[src/rtl/id_ex_pipe.sv]
// ID/EX pipeline register: captures decoded fields and operands from decode and
// presents them, registered, to execute. Supports stall (hold), flush (bubble),
// HALT freezing and a saturating stalled-cycle counter.
module id_ex_pipe #(
    parameter int WIDTH    = 16,
    parameter int REG_BITS = 3
) (
    input  logic                clk,
    input  logic                rst_n,
    input  logic                stall,
    input  logic                flush,
    input  logic                id_valid,
    input  logic [4:0]          id_aluOp,
    input  logic [1:0]          id_funct,
    input  logic [WIDTH-1:0]    id_rs_data,
    input  logic [WIDTH-1:0]    id_rt_data,
    input  logic [WIDTH-1:0]    id_imm,
    input  logic                id_aluSrc,
    input  logic [REG_BITS-1:0] id_wr_reg,
    input  logic                id_reg_write,
    input  logic                id_mem_read,
    input  logic                id_mem_write,
    input  logic [WIDTH-1:0]    id_pc_inc,
    output logic                ex_valid,
    output logic [4:0]          ex_aluOp,
    output logic [1:0]          ex_funct,
    output logic [WIDTH-1:0]    ex_rs_data,
    output logic [WIDTH-1:0]    ex_rt_data,
    output logic [WIDTH-1:0]    ex_imm,
    output logic                ex_aluSrc,
    output logic [REG_BITS-1:0] ex_wr_reg,
    output logic                ex_reg_write,
    output logic                ex_mem_read,
    output logic                ex_mem_write,
    output logic [WIDTH-1:0]    ex_pc_inc,
    output logic                halted,
    output logic [15:0]         stall_cnt
);

    localparam logic [4:0]  OP_HALT  = 5'b00000;
    localparam logic [4:0]  OP_NOP   = 5'b00001;
    localparam logic [15:0] CNT_MAX  = 16'hFFFF;

    logic                valid_s;
    logic [4:0]          aluop_s;
    logic [1:0]          funct_s;
    logic [WIDTH-1:0]    rs_data_s;
    logic [WIDTH-1:0]    rt_data_s;
    logic [WIDTH-1:0]    imm_s;
    logic                alusrc_s;
    logic [REG_BITS-1:0] wr_reg_s;
    logic                reg_write_s;
    logic                mem_read_s;
    logic                mem_write_s;
    logic [WIDTH-1:0]    pc_inc_s;
    logic                halted_s;
    logic [15:0]         stall_cnt_s;
    logic                bubble_s;
    logic                load_s;

    // Next-state selection: halt freeze > flush > stall > load (invalid loads become bubbles).
    always_comb begin
        valid_s     = ex_valid;
        aluop_s     = ex_aluOp;
        funct_s     = ex_funct;
        rs_data_s   = ex_rs_data;
        rt_data_s   = ex_rt_data;
        imm_s       = ex_imm;
        alusrc_s    = ex_aluSrc;
        wr_reg_s    = ex_wr_reg;
        reg_write_s = ex_reg_write;
        mem_read_s  = ex_mem_read;
        mem_write_s = ex_mem_write;
        pc_inc_s    = ex_pc_inc;
        halted_s    = halted;
        stall_cnt_s = stall_cnt;
        bubble_s    = 1'b0;
        load_s      = 1'b0;

        if (halted) begin
            bubble_s = 1'b0;
        end else if (flush) begin
            bubble_s = 1'b1;
        end else if (stall) begin
            if (stall_cnt != CNT_MAX) begin
                stall_cnt_s = stall_cnt + 16'd1;
            end else begin
                stall_cnt_s = stall_cnt;
            end
        end else if (id_valid) begin
            load_s = 1'b1;
        end else begin
            bubble_s = 1'b1;
        end

        if (bubble_s) begin
            valid_s     = 1'b0;
            aluop_s     = OP_NOP;
            funct_s     = 2'b00;
            rs_data_s   = {WIDTH{1'b0}};
            rt_data_s   = {WIDTH{1'b0}};
            imm_s       = {WIDTH{1'b0}};
            alusrc_s    = 1'b0;
            wr_reg_s    = {REG_BITS{1'b0}};
            reg_write_s = 1'b0;
            mem_read_s  = 1'b0;
            mem_write_s = 1'b0;
            pc_inc_s    = {WIDTH{1'b0}};
        end else if (load_s) begin
            valid_s     = 1'b1;
            aluop_s     = id_aluOp;
            funct_s     = id_funct;
            rs_data_s   = id_rs_data;
            rt_data_s   = id_rt_data;
            imm_s       = id_imm;
            alusrc_s    = id_aluSrc;
            wr_reg_s    = id_wr_reg;
            reg_write_s = id_reg_write;
            mem_read_s  = id_mem_read;
            mem_write_s = id_mem_write;
            pc_inc_s    = id_pc_inc;
            halted_s    = (id_aluOp == OP_HALT);
        end else begin
            load_s = 1'b0;
        end
    end

    // Pipeline state registers with asynchronous reset to the NOP bubble.
    always_ff @(posedge clk or negedge rst_n) begin
        if (!rst_n) begin
            ex_valid     <= 1'b0;
            ex_aluOp     <= OP_NOP;
            ex_funct     <= 2'b00;
            ex_rs_data   <= {WIDTH{1'b0}};
            ex_rt_data   <= {WIDTH{1'b0}};
            ex_imm       <= {WIDTH{1'b0}};
            ex_aluSrc    <= 1'b0;
            ex_wr_reg    <= {REG_BITS{1'b0}};
            ex_reg_write <= 1'b0;
            ex_mem_read  <= 1'b0;
            ex_mem_write <= 1'b0;
            ex_pc_inc    <= {WIDTH{1'b0}};
            halted       <= 1'b0;
            stall_cnt    <= 16'd0;
        end else begin
            ex_valid     <= valid_s;
            ex_aluOp     <= aluop_s;
            ex_funct     <= funct_s;
            ex_rs_data   <= rs_data_s;
            ex_rt_data   <= rt_data_s;
            ex_imm       <= imm_s;
            ex_aluSrc    <= alusrc_s;
            ex_wr_reg    <= wr_reg_s;
            ex_reg_write <= reg_write_s;
            ex_mem_read  <= mem_read_s;
            ex_mem_write <= mem_write_s;
            ex_pc_inc    <= pc_inc_s;
            halted       <= halted_s;
            stall_cnt    <= stall_cnt_s;
        end
    end

endmodule

[config.mk]
export PLATFORM = sky130hd
export DESIGN_NAME = id_ex_pipe
export DESIGN_NICKNAME = d
export VERILOG_FILES = /design/src/rtl/id_ex_pipe.sv
export SDC_FILE = /design/constraint.sdc
export NUM_CORES = 1
export LEC_CHECK = 0
export BUFFER_PORTS_ARGS = -buffer_cell sky130_fd_sc_hd__buf_2
export CAP_MARGIN = 20
export CORE_MARGIN = 2
export CORE_UTILIZATION = 47
export CTS_CLUSTER_DIAMETER = 100
export DETAILED_ROUTE_END_ITERATION = 16
export HOLD_SLACK_MARGIN = 0.06
export PLACE_DENSITY = 0.8
export SYNTH_ARGS = -nofsm -noshare
export SYNTH_HDL_FRONTEND = slang
export SYNTH_SLANG_ARGS = --single-unit
[constraint.sdc]
create_clock -name clk -period 2.1 [get_ports clk]
set_input_delay 0.42 -clock clk [delete_from_list [all_inputs] [get_ports clk]]
set_output_delay 0.42 -clock clk [all_outputs]
set_load 0.01 [all_outputs]
# Word-level counts from Yosys, hierarchy flattened
# Cells that the tools add are included.
dict set report classes {
  addsub 1
  n_eq_ne 1
  n_mux 32
  n_bitwise 3
  reduce_logical 4
}
# op n
set op_table {}
lappend op_table {{$mux W16} 8}
lappend op_table {{$mux W1} 18}
lappend op_table {{$add A16 B1 Y16 const B} 1}
lappend op_table {{$ne A16 B16 Y1 const B} 1}
lappend op_table {{$mux W5} 2}
lappend op_table {{$mux W3} 2}
lappend op_table {{$logic_not A5 Y1} 1}
lappend op_table {{$mux W2} 2}
lappend op_table {{$reduce_and A4 Y1} 1}
lappend op_table {{$not A1 Y1} 3}
lappend op_table {{$reduce_and A2 Y1} 1}
lappend op_table {{$reduce_bool A2 Y1} 1}
dict set report word_totals {
  reg_bits 96
  in_bits 83
  out_inout_bits 96
  wordCells 55
}

# Longest topological paths before layout
dict set report logic_depth {
  depth_word 6
  depth_mapped 6
}

# Worst setup path before layout
# Ideal clock, no wire load.
dict set report synth_timing {
  path_kind {register to register}
  from {reg stall_cnt[0]}
  to {reg stall_cnt[1]}
  setup_time_ns 0.125
  t_arrival_ns 1.577
  t_required_ns 1.975
  setup_slack_ns 0.398
  stages_incl_launch_ff 6
  path_buffers 0
  synth_period_minus_slack_ns 1.702
  cell_sequence {dfrtp_1 ha_1 and3_1 and4_1 nor2_1 mux2_2}
}
dict set report synth_via {
  elab_chain_len 2
  elab_cells_between_ends 3
}
# item line
set synth_lines {}
lappend synth_lines {{start: declaration} 37} ;# output logic [15:0] stall_cnt
lappend synth_lines {{start signal: assignment} 159} ;# stall_cnt <= stall_cnt_s;
lappend synth_lines {{branches (longest 2 deep; another with $add A16 B1 Y16)} --}
# Parallel ways; which one is timed is not known.
# A chain may end at the register's enable or synchronous reset.

# Worst setup path after layout
# Same ends and word-level chain as after synthesis.

==> flow_metrics.env <==
export IMPL_status="finished, final reports clean"
export IMPL_cts_sinks=96
export IMPL_die_h_um=95.9
export IMPL_finalMaxSlewViolations=0
export IMPL_yosysTopAreaCell="dfrtp_1"
export IMPL_syn_area_um2=3970
export IMPL_grt_pass1_wl_um=15100
export IMPL_fin_crit_ps=1790
export IMPL_cts_buffers=9
export IMPL_finalSetupViolations=0
export IMPL_drtPass1Iterations=4
export IMPL_setup_ws_ps=307
export IMPL_drive_gt1_share_pct=34.7
export IMPL_globalRouteTotalUtil_pct=21.3
export IMPL_synth_area_leaders="dfrtp_1 60%, nand2_1 15%, o21ai_0 6.1%"
export IMPL_grt_max_degree=97
export IMPL_root_buffer="clkbuf_8"
export IMPL_cts_post_setup_buffers_inserted=0
export IMPL_ios=179
export IMPL_antenna_found_initial=0
export IMPL_reg2regPathDepth=5
export IMPL_setup_tns_ps=0
export IMPL_crit_path_start_kind="flip-flop"
export IMPL_overflow=0
export IMPL_cts_resized_gates=0
export IMPL_dp_hpwl_um=6860
export IMPL_avgSynthCellArea_um2=9.40
export IMPL_path_delay_family="simple AND/OR/NAND/NOR gates"
export IMPL_max_freq_mhz=558
export IMPL_clk_path_buf_depth=2
export IMPL_maxSlewHeadroom_pct=64.3
export IMPL_cts_tree="yes"
export IMPL_critPathMaxFanout=6
export IMPL_end_kind="flip-flop"
export IMPL_fin_worst_skew_ps=11.5
export IMPL_antenna_left=0
export IMPL_hold_class="in -> async"
export IMPL_path_clk_slew_ps=90
export IMPL_grt_pass1_vias=3233
export IMPL_timing_setup_critical_path_class="reg -> reg"
export IMPL_h_tree_depth=3
export IMPL_final_nets=677
export IMPL_gp_congestion=0.779
export IMPL_period_share_pct=85.4
export IMPL_cpMaxStageDelayCell="dfrtp_1"
export IMPL_wl_per_cell_um=14.3
export IMPL_synth_net_count=506
export IMPL_die_area_um2=9190
export IMPL_yosys_register_bits=96
export IMPL_vias_per_cell=5.01
export IMPL_fillCellCount=714
export IMPL_cp_depth=5
export IMPL_hold_viol=0
export IMPL_clock_latency_ps=350
export IMPL_ys_seq_area_share_pct=60.6
export IMPL_num_antenna_cells=0
export IMPL_drv_cap=0
export IMPL_ir_worst_vdd_v=0.000356
export IMPL_cpPeakStageDelay_ps=420
export IMPL_place_worst_setup_slack_ps=346
export IMPL_critical_path_arrival_ps=2030
export IMPL_rsz0062_at_grt="no"
export IMPL_leakage_uw=0.00275
export IMPL_rows=33
export IMPL_synth_top_area_share_pct=59.9
export IMPL_io_buffers=178
export IMPL_drc=0
export IMPL_worst_pin_slew_ps=535
export IMPL_area_growth_pct=31.3
export IMPL_first_iter_violations=133
export IMPL_crit_buf_inv=0
export IMPL_p_per_area_nw_per_um2=775
export IMPL_path_cells="ha_1 > and3_1 > and4_1 > nor2_1 > mux2_2"
export IMPL_start_util_pct=48.3
export IMPL_syn_inst=422
export IMPL_core_region_area_um2=8220
export IMPL_synth_cell_type_count=33
export IMPL_hold_buffers=0
export IMPL_dpl_cell_area_um2=5010
export IMPL_fin_area_um2=5210
export IMPL_routed_wl_um=10000
export IMPL_synth_warnings=0
export IMPL_vias=3514
export IMPL_required_ps=2340
export IMPL_fp_dieW_um=95.9
## cell type report
type / instances / area [um2] / share of cell area (%)
multi-input cells: 297 / 1460 / 28.0
flip-flops and latches: 96 / 2400 / 46.2
clock buffers: 11 / 131 / 2.52
inverters: 4 / 15.0 / 0.288
repair buffers: 185 / 996 / 19.1
clock inverters: 4 / 70.1 / 1.35
well taps: 105 / 131 / 2.52
## path summary, 6_finish.rpt
check                      slack, ps            end           from
setup / recovery                 310   stall_cnt[1]   stall_cnt[0]
hold / removal                    60  stall_cnt[14]          rst_n
setup reg to reg                 310   stall_cnt[1]   stall_cnt[0]
hold reg to reg                  500  stall_cnt[14]  stall_cnt[14]
max in group asynchronous       1570    ex_aluOp[0]          rst_n
min in group clk                 270   ex_pc_inc[9]   id_pc_inc[9]
## layout by cell type, fill, tap and decap left out, drive strengths merged
cell type	count
nor4b	1
clkbuf	11
bufinv	2
clkinv	2
dfrtp	95
o21ba	1
nor3b	3
a31oi	1
nor2	7
nor4	2
nor3	7
xnor2	1
nand4	2
ha	1
mux2i	1
a21oi	31
a211oi	2
nand3b	1
nand2	159
inv	4
a21o	1
dfstp	1
or2	1
buf	185
o21ai	49
and3	4
nand3	4
and4	4
and2	1
xor2	11
mux2	1
a2111oi	1
## cell families (layout without fill, tap and decap cells)
| logic type | after synthesis | count (layout) | synth area share, % |
|---|---|---|---|
| compound gates | 86 | 86 | 11.8 |
| xor+xnor | 12 | 12 | 2.65 |
| fa+ha+maj | 1 | 1 | 0.315 |
| buf+inv | 29 | 204 | 3.00 |
| flops | 96 | 96 | 60.6 |
| mux | 2 | 2 | 0.536 |
| simple gates | 196 | 196 | 21.1 |
## per-layer routing
metal / share of wire, % / global-route usage [%] / vias to the layer above
li1: - / - / 1721
met4: 2.1 / 8.10 / 0
met5: 0 / 0 / -
met2: 50 / 35.3 / 133
met3: 6.6 / 5.32 / 17
met1: 41 / 27.0 / 1643
## synth_stat cells
library cell,n
nand2_1,159
dfrtp_1,95
o21ai_0,48
a21oi_1,31
clkbuf_1,17
xor2_1,11
buf_2,8
nor2_1,7
nor3_1,7
and3_1,4
and4_1,4
inv_1,4
nand3_1,4
a211oi_1,2
nor3b_1,2
nor4_1,2
a2111oi_4,1
a21o_1,1
a31oi_1,1
and2_1,1
dfstp_2,1
ha_1,1
mux2_2,1
mux2i_1,1
nand3b_1,1
nand4_1,1
nand4_2,1
nor3b_4,1
nor4b_2,1
o21ai_1,1
o21ba_2,1
or2_2,1
xnor2_1,1
## through the flow
| stage | hold slack [ps] | total power (uW) | util, % | std cells |
|---|---|---|---|---|
| 6_report | 60.1 | 4040 | 63.4 | 702 |
| 3_3_place_gp | 473 | 2770 | 60.9 | 687 |
| 2_1_floorplan | 124 | 2430 | - | 422 |
| 4_1_cts | 126 | 4070 | 63.4 | 702 |
| 3_5_place_dp | 493 | 2810 | 60.9 | 687 |
| 5_1_grt | 130 | 4230 | 63.4 | 702 |
## report_power, final
part	switching (uW)	total, uW	internal, uW
clock network	597	1260	662
logic	397	672	275
registers	126	2100	1980
total	1120	4040	2920
(Power assumes the default switching activity.)
